--- config.mk ---
export PLATFORM = sky130hd
export DESIGN_NAME = usb_dac_demux
export DESIGN_NICKNAME = d
export VERILOG_FILES = /design/src/rtl/usb_dac_demux_pkg.sv /design/src/rtl/usb_dac_demux.sv
export SDC_FILE = /design/constraint.sdc
export NUM_CORES = 1
export LEC_CHECK = 0
export ABC_AREA = 1
export CORE_ASPECT_RATIO = 1.1
export CORE_MARGIN = 4
export CORE_UTILIZATION = 50
export CTS_CLUSTER_DIAMETER = 150
export DETAILED_ROUTE_END_ITERATION = 7
export GPL_ROUTABILITY_DRIVEN = 0
export HOLD_SLACK_MARGIN = 0.08
export PLACE_DENSITY_LB_ADDON = 0.05
export SYNTH_ARGS = -nofsm -noshare
export SYNTH_HDL_FRONTEND = slang
export SYNTH_SLANG_ARGS = --single-unit
--- constraint.sdc ---
create_clock -name clk -period 3.62 [get_ports clk]
set_input_delay 0.905 -clock clk [delete_from_list [all_inputs] [get_ports clk]]
set_output_delay 0.905 -clock clk [all_outputs]
set_load 0.02 [all_outputs]
--- src/rtl/usb_dac_demux_pkg.sv ---
// Shared definitions for the USB-to-DAC packet demultiplexer: parser states,
// default sync byte, header field positions and counter widths.
package usb_dac_demux_pkg;

  typedef enum logic [1:0] {
    ST_HUNT    = 2'd0,
    ST_PAYLOAD = 2'd1,
    ST_DROP    = 2'd2
  } state_e;

  localparam logic [7:0] SYNC_DEFAULT = 8'hA5;

  localparam int WORD_W     = 32;
  localparam int PKT_CNT_W  = 32;
  localparam int ERR_CNT_W  = 16;
  localparam int LEN_W      = 16;
  localparam int ID_FIELD_W = 8;

  localparam int SYNC_MSB = 31;
  localparam int SYNC_LSB = 24;
  localparam int ID_MSB   = 23;
  localparam int ID_LSB   = 16;
  localparam int LEN_MSB  = 15;
  localparam int LEN_LSB  = 0;

  function automatic logic [7:0] hdr_sync(input logic [WORD_W-1:0] w);
    return w[SYNC_MSB:SYNC_LSB];
  endfunction

  function automatic logic [ID_FIELD_W-1:0] hdr_id(input logic [WORD_W-1:0] w);
    return w[ID_MSB:ID_LSB];
  endfunction

  function automatic logic [LEN_W-1:0] hdr_len(input logic [WORD_W-1:0] w);
    return w[LEN_MSB:LEN_LSB];
  endfunction

endpackage

--- src/rtl/usb_dac_demux.sv ---
// Splits a framed 32-bit USB word stream into per-channel DAC FIFO writes.
// Each packet is a header (sync, channel id, length) followed by payload
// words that are forwarded combinationally to the selected channel.
module usb_dac_demux
  import usb_dac_demux_pkg::*;
#(
  parameter int         NUM_CH = 2,
  parameter logic [7:0] SYNC   = SYNC_DEFAULT
) (
  input  logic                           clk,
  input  logic                           reset,
  input  logic                           enable,
  input  logic [WORD_W-1:0]              usb_data,
  input  logic                           usb_valid,
  output logic                           usb_ready,
  output logic [NUM_CH-1:0][WORD_W-1:0]  ch_rd_data,
  output logic [NUM_CH-1:0]              ch_rd_data_valid,
  input  logic [NUM_CH-1:0]              ch_rd_full,
  output logic [PKT_CNT_W-1:0]           pkt_count,
  output logic [ERR_CNT_W-1:0]           err_count,
  output logic                           busy
);

  localparam int ID_W = (NUM_CH > 1) ? $clog2(NUM_CH) : 1;
  localparam logic [ID_FIELD_W-1:0] NUM_CH_B = ID_FIELD_W'(NUM_CH);

  state_e                 state_q, state_d;
  logic [ID_W-1:0]        id_q, id_d;
  logic [LEN_W-1:0]       remaining_q, remaining_d;
  logic [PKT_CNT_W-1:0]   pkt_count_q, pkt_count_d;
  logic [ERR_CNT_W-1:0]   err_count_q, err_count_d;

  logic [NUM_CH-1:0]      ch_sel;
  logic                   accept;

  // One-hot channel select, only live while forwarding a payload.
  genvar gi;
  generate
    for (gi = 0; gi < NUM_CH; gi++) begin : g_ch
      assign ch_sel[gi]           = (state_q == ST_PAYLOAD) && (id_q == ID_W'(gi));
      assign ch_rd_data[gi]       = usb_data;
      assign ch_rd_data_valid[gi] = ch_sel[gi] & accept;
    end
  endgenerate

  // Handshake: HUNT follows enable, PAYLOAD follows the selected FIFO's space,
  // DROP always drains; nothing is consumed while reset is held.
  always_comb begin
    usb_ready = 1'b0;
    if (!reset) begin
      case (state_q)
        ST_HUNT:    usb_ready = enable;
        ST_PAYLOAD: usb_ready = ~|(ch_sel & ch_rd_full);
        ST_DROP:    usb_ready = 1'b1;
        default:    usb_ready = 1'b0;
      endcase
    end
  end

  assign accept    = usb_valid & usb_ready;
  assign busy      = !reset && (state_q == ST_PAYLOAD || state_q == ST_DROP);
  assign pkt_count = pkt_count_q;
  assign err_count = err_count_q;

  // Next-state: header parsing in HUNT, word countdown in PAYLOAD/DROP.
  always_comb begin
    state_d     = state_q;
    id_d        = id_q;
    remaining_d = remaining_q;
    pkt_count_d = pkt_count_q;
    err_count_d = err_count_q;
    if (accept) begin
      case (state_q)
        ST_HUNT: begin
          if (hdr_sync(usb_data) != SYNC) begin
            err_count_d = err_count_q + 1'b1;
          end else if (hdr_len(usb_data) == '0) begin
            // Empty packet completes immediately regardless of its id.
            pkt_count_d = pkt_count_q + 1'b1;
          end else if (hdr_id(usb_data) < NUM_CH_B) begin
            id_d        = ID_W'(hdr_id(usb_data));
            remaining_d = hdr_len(usb_data);
            state_d     = ST_PAYLOAD;
          end else begin
            remaining_d = hdr_len(usb_data);
            err_count_d = err_count_q + 1'b1;
            state_d     = ST_DROP;
          end
        end
        ST_PAYLOAD: begin
          remaining_d = remaining_q - 1'b1;
          if (remaining_q == LEN_W'(1)) begin
            state_d     = ST_HUNT;
            pkt_count_d = pkt_count_q + 1'b1;
          end
        end
        ST_DROP: begin
          remaining_d = remaining_q - 1'b1;
          if (remaining_q == LEN_W'(1)) begin
            state_d = ST_HUNT;
          end
        end
        default: state_d = ST_HUNT;
      endcase
    end
  end

  // State and counter registers; reset abandons any packet in flight.
  always_ff @(posedge clk) begin
    if (reset) begin
      state_q     <= ST_HUNT;
      id_q        <= '0;
      remaining_q <= '0;
      pkt_count_q <= '0;
      err_count_q <= '0;
    end else begin
      state_q     <= state_d;
      id_q        <= id_d;
      remaining_q <= remaining_d;
      pkt_count_q <= pkt_count_d;
      err_count_q <= err_count_d;
    end
  end

endmodule

==> impl_metrics.yaml <==
synthesis:
  yosys_register_bits: 67
  ys_seq_area_share_pct: 27.0
  ys_warn_count: 0
  synth_edf_count: 0
  synth_cell_types: 33
  synth_ff_type: "dfxtp_1"
  syn_avg_cell_area_sq_um: 6.27
  synth_top_area_share_pct: 27.0
  synth_async_sr_flop_share_pct: 0
  yosys-top-cells-area: "dfxtp_1 (27%), nand2_1 (18%), buf_4 (10%)"
  yosysTopAreaCell: "dfxtp_1"
  syn_inst: 792
  synthesis.nets: 838
  mappedNetlistArea_sq_um: 4960
worst_setup_path:
  critical_path_required_ps: 2710
  worstSetupStartpointType: "input pin"
  r2r_slack_ps: 1230
  cp.arrival_ps: 2590
  crit_path_end_kind: "primary output"
  critPathKind: "in -> out"
  worstPathMaxFanout: 6
layout:
  num_antenna_cells: 0
  final_area_sq_um: 6240
  area_growth_pct: 25.8
  layout-drive-gt1-share_pct: 5.24
  finalNetCount: 919
grt:
  grt_start_max_net_pins: 46
  grt_pass1_vias: 4818
  antenna_found_initial: 0
  grt_pass1_wl_mm: 22.6
  grt_usage_pct: 23.6
  grt-ovfl-total: 0
pwr:
  p_total_mw: 1.64
  clkPwrFrac_pct: 40.8
  power_density_nw_per_um2: 263
  p_comb_share_pct: 14.1
  internal_power_mw: 1.18
  pwr-share-seq_pct: 45.1
  swShare_pct: 28.1
  p_leak_nw: 2.40
  ir_worst_vdd_mv: 0.211
  p_sw_mw: 0.461
die:
  die_h_microns: 113
  core_area_sq_um: 9540
  fp.dieW_microns: 103
  io_pins: 154
  rows: 37
  die_area_sq_um: 11600
  initial_utilization_pct: 52.1
min_path:
  hp-class: "reg -> reg"
sta:
  fin_crit_ps: 3500
  skew_ps: 11.2
  finalSetupTns_ps: 0
  hold_violations: 0
  worst-slew-pin-transition_ps: 838
  rsz0062_at_grt: "false"
  setup_viol: 0
  slew_violations: 0
  layout_worst_path_cycle_share_pct: 96.5
  relSlewSlack_pct: 44.1
  max_freq_ghz: 0.286
routing:
  num_vias: 5215
  wl_per_cell_microns: 13.7
  drt-pass1-iter-count: 5
  drc_errors: 0
  first_iter_violations: 270
  ant_nets: 0
  vias_per_cell: 5.24
  wl_mm: 13.6
clock_tree:
  cts-root-buf: "clkbuf_8"
  cts_tree: "built"
  clock-sinks: 67
  ctsHoldBuffers: 0
  cts_buffers: 9
  htreeDepth: 3
  post_cts_buffers: 0
  clock_latency_ps: 360
  ctsResizeCount: 0
  clock_path_buffers: 2
  clk_pin_slew_ps: 90
placed_design:
  io_buffers: 153
  placed_cell_area_sq_um: 6040
  dp_hpwl_mm: 10.2
job:
  maxCapViolCount: 0
status:
  status: "finished, final reports clean"
-- metal layers --
metal	up-vias	track usage (%)	share of wire [%]
li1	2637	-	-
met4	0	5.96	1.2
met3	13	3.23	5.0
met5	-	0	0
met1	2406	28.9	42
met2	159	42.7	52
-- cells in the mapped netlist, drive strengths merged, types with 8 or more instances --
| cell | count |
|---|---|
| xor2 | 18 |
| ha | 8 |
| nor3 | 8 |
| a21oi | 62 |
| nand2 | 241 |
| o21ai | 18 |
| nand3 | 68 |
| buf | 82 |
| dfxtp | 67 |
| nand3b | 17 |
| inv | 43 |
| nor2 | 129 |
-- cell type report --
type | instances | area (sq um)
fillers | 916 | 3290
repair buffers | 159 | 1580
well taps | 117 | 146
flip-flops and latches | 67 | 1340
multi-input cells | 593 | 2810
clock inverters | 7 | 83.8
inverters | 43 | 161
clock buffers | 9 | 124
-- cells by family (layout without fill, tap and decap cells) --
family                   Yosys count  count (layout)  share of synthesized area (%)
XOR/XNOR                          25              25                           4.41
multiplexers                       2               2                          0.403
adder cells (fa/ha/maj)            8               8                           2.02
buffers and inverters            132             218                           16.4
AO/OA/AOI/OAI                     83              83                           8.47
flip-flops                        67              67                           27.0
AND/OR/NAND/NOR                  475             475                           41.3
-- power by group through the flow --
stage | clock, mW | sequential, mW | combinational [mW]
after floorplan | 0 | 0.758 | 0.146
after global placement | 0 | 0.757 | 0.230
after detailed placement | 0 | 0.757 | 0.233
after CTS | 0.680 | 0.739 | 0.234
after global routing | 0.715 | 0.740 | 0.247
final | 0.670 | 0.739 | 0.232
-- stage by stage --
step	worst slack, ps	cells	hold WS (ps)	utilization, %
final	125	995	504	65.5
after global routing	14.3	995	542	65.5
after CTS	128	995	504	65.5
after detailed placement	134	979	484	63.3
after global placement	231	979	472	63.3
after floorplan	985	792	470	-
-- worst max-delay path, stage by stage --
cell	delay (ps)
clkdlybuf4s50_1	460
nor2_1	240
nand3_2	180
nor3_1	170
clkdlybuf4s50_1	640
-- flip-flops by register name, summed over array words and instances, names as in the netlist --
register / flops
err_count: 16
remaining_q: 16
pkt_count: 32
id_q: 1
state_q: 2
-- cells in the final DEF (no fill, tap or decap) --
cell type / n
xor2_1: 18
nand3b_1: 17
ha_1: 8
inv_6: 2
nand3_2: 5
a31oi_1: 1
o22ai_1: 1
o21ai_1: 7
nand2_1: 237
nor2_1: 123
nor2_8: 1
nand3_1: 63
o21ai_0: 11
nand2_2: 3
nand4_1: 5
clkdlybuf4s50_1: 153
dfxtp_1: 67
inv_8: 1
nor3_1: 8
inv_1: 39
clkinvlp_4: 1
nor4_1: 2
nor2_2: 3
mux2i_1: 2
inv_2: 4
xnor2_1: 7
clkinv_4: 2
bufinv_16: 1
nand2_4: 1
clkbuf_8: 9
or2_2: 5
a21oi_1: 62
nor2_4: 2
a21o_1: 1
buf_4: 6
-- path summary, 6_finish.rpt --
kind / cells after the start / start / to
worst max-delay path: 5 / reset / ch_rd_data_valid[1]
worst min register to register: 2 / err_count[15] / err_count[15]
worst max register to register: 9 / state_q[0] / err_count[4]
worst min-delay path: 2 / err_count[15] / err_count[15]
Note: power is estimated with default switching activity, not from simulation.
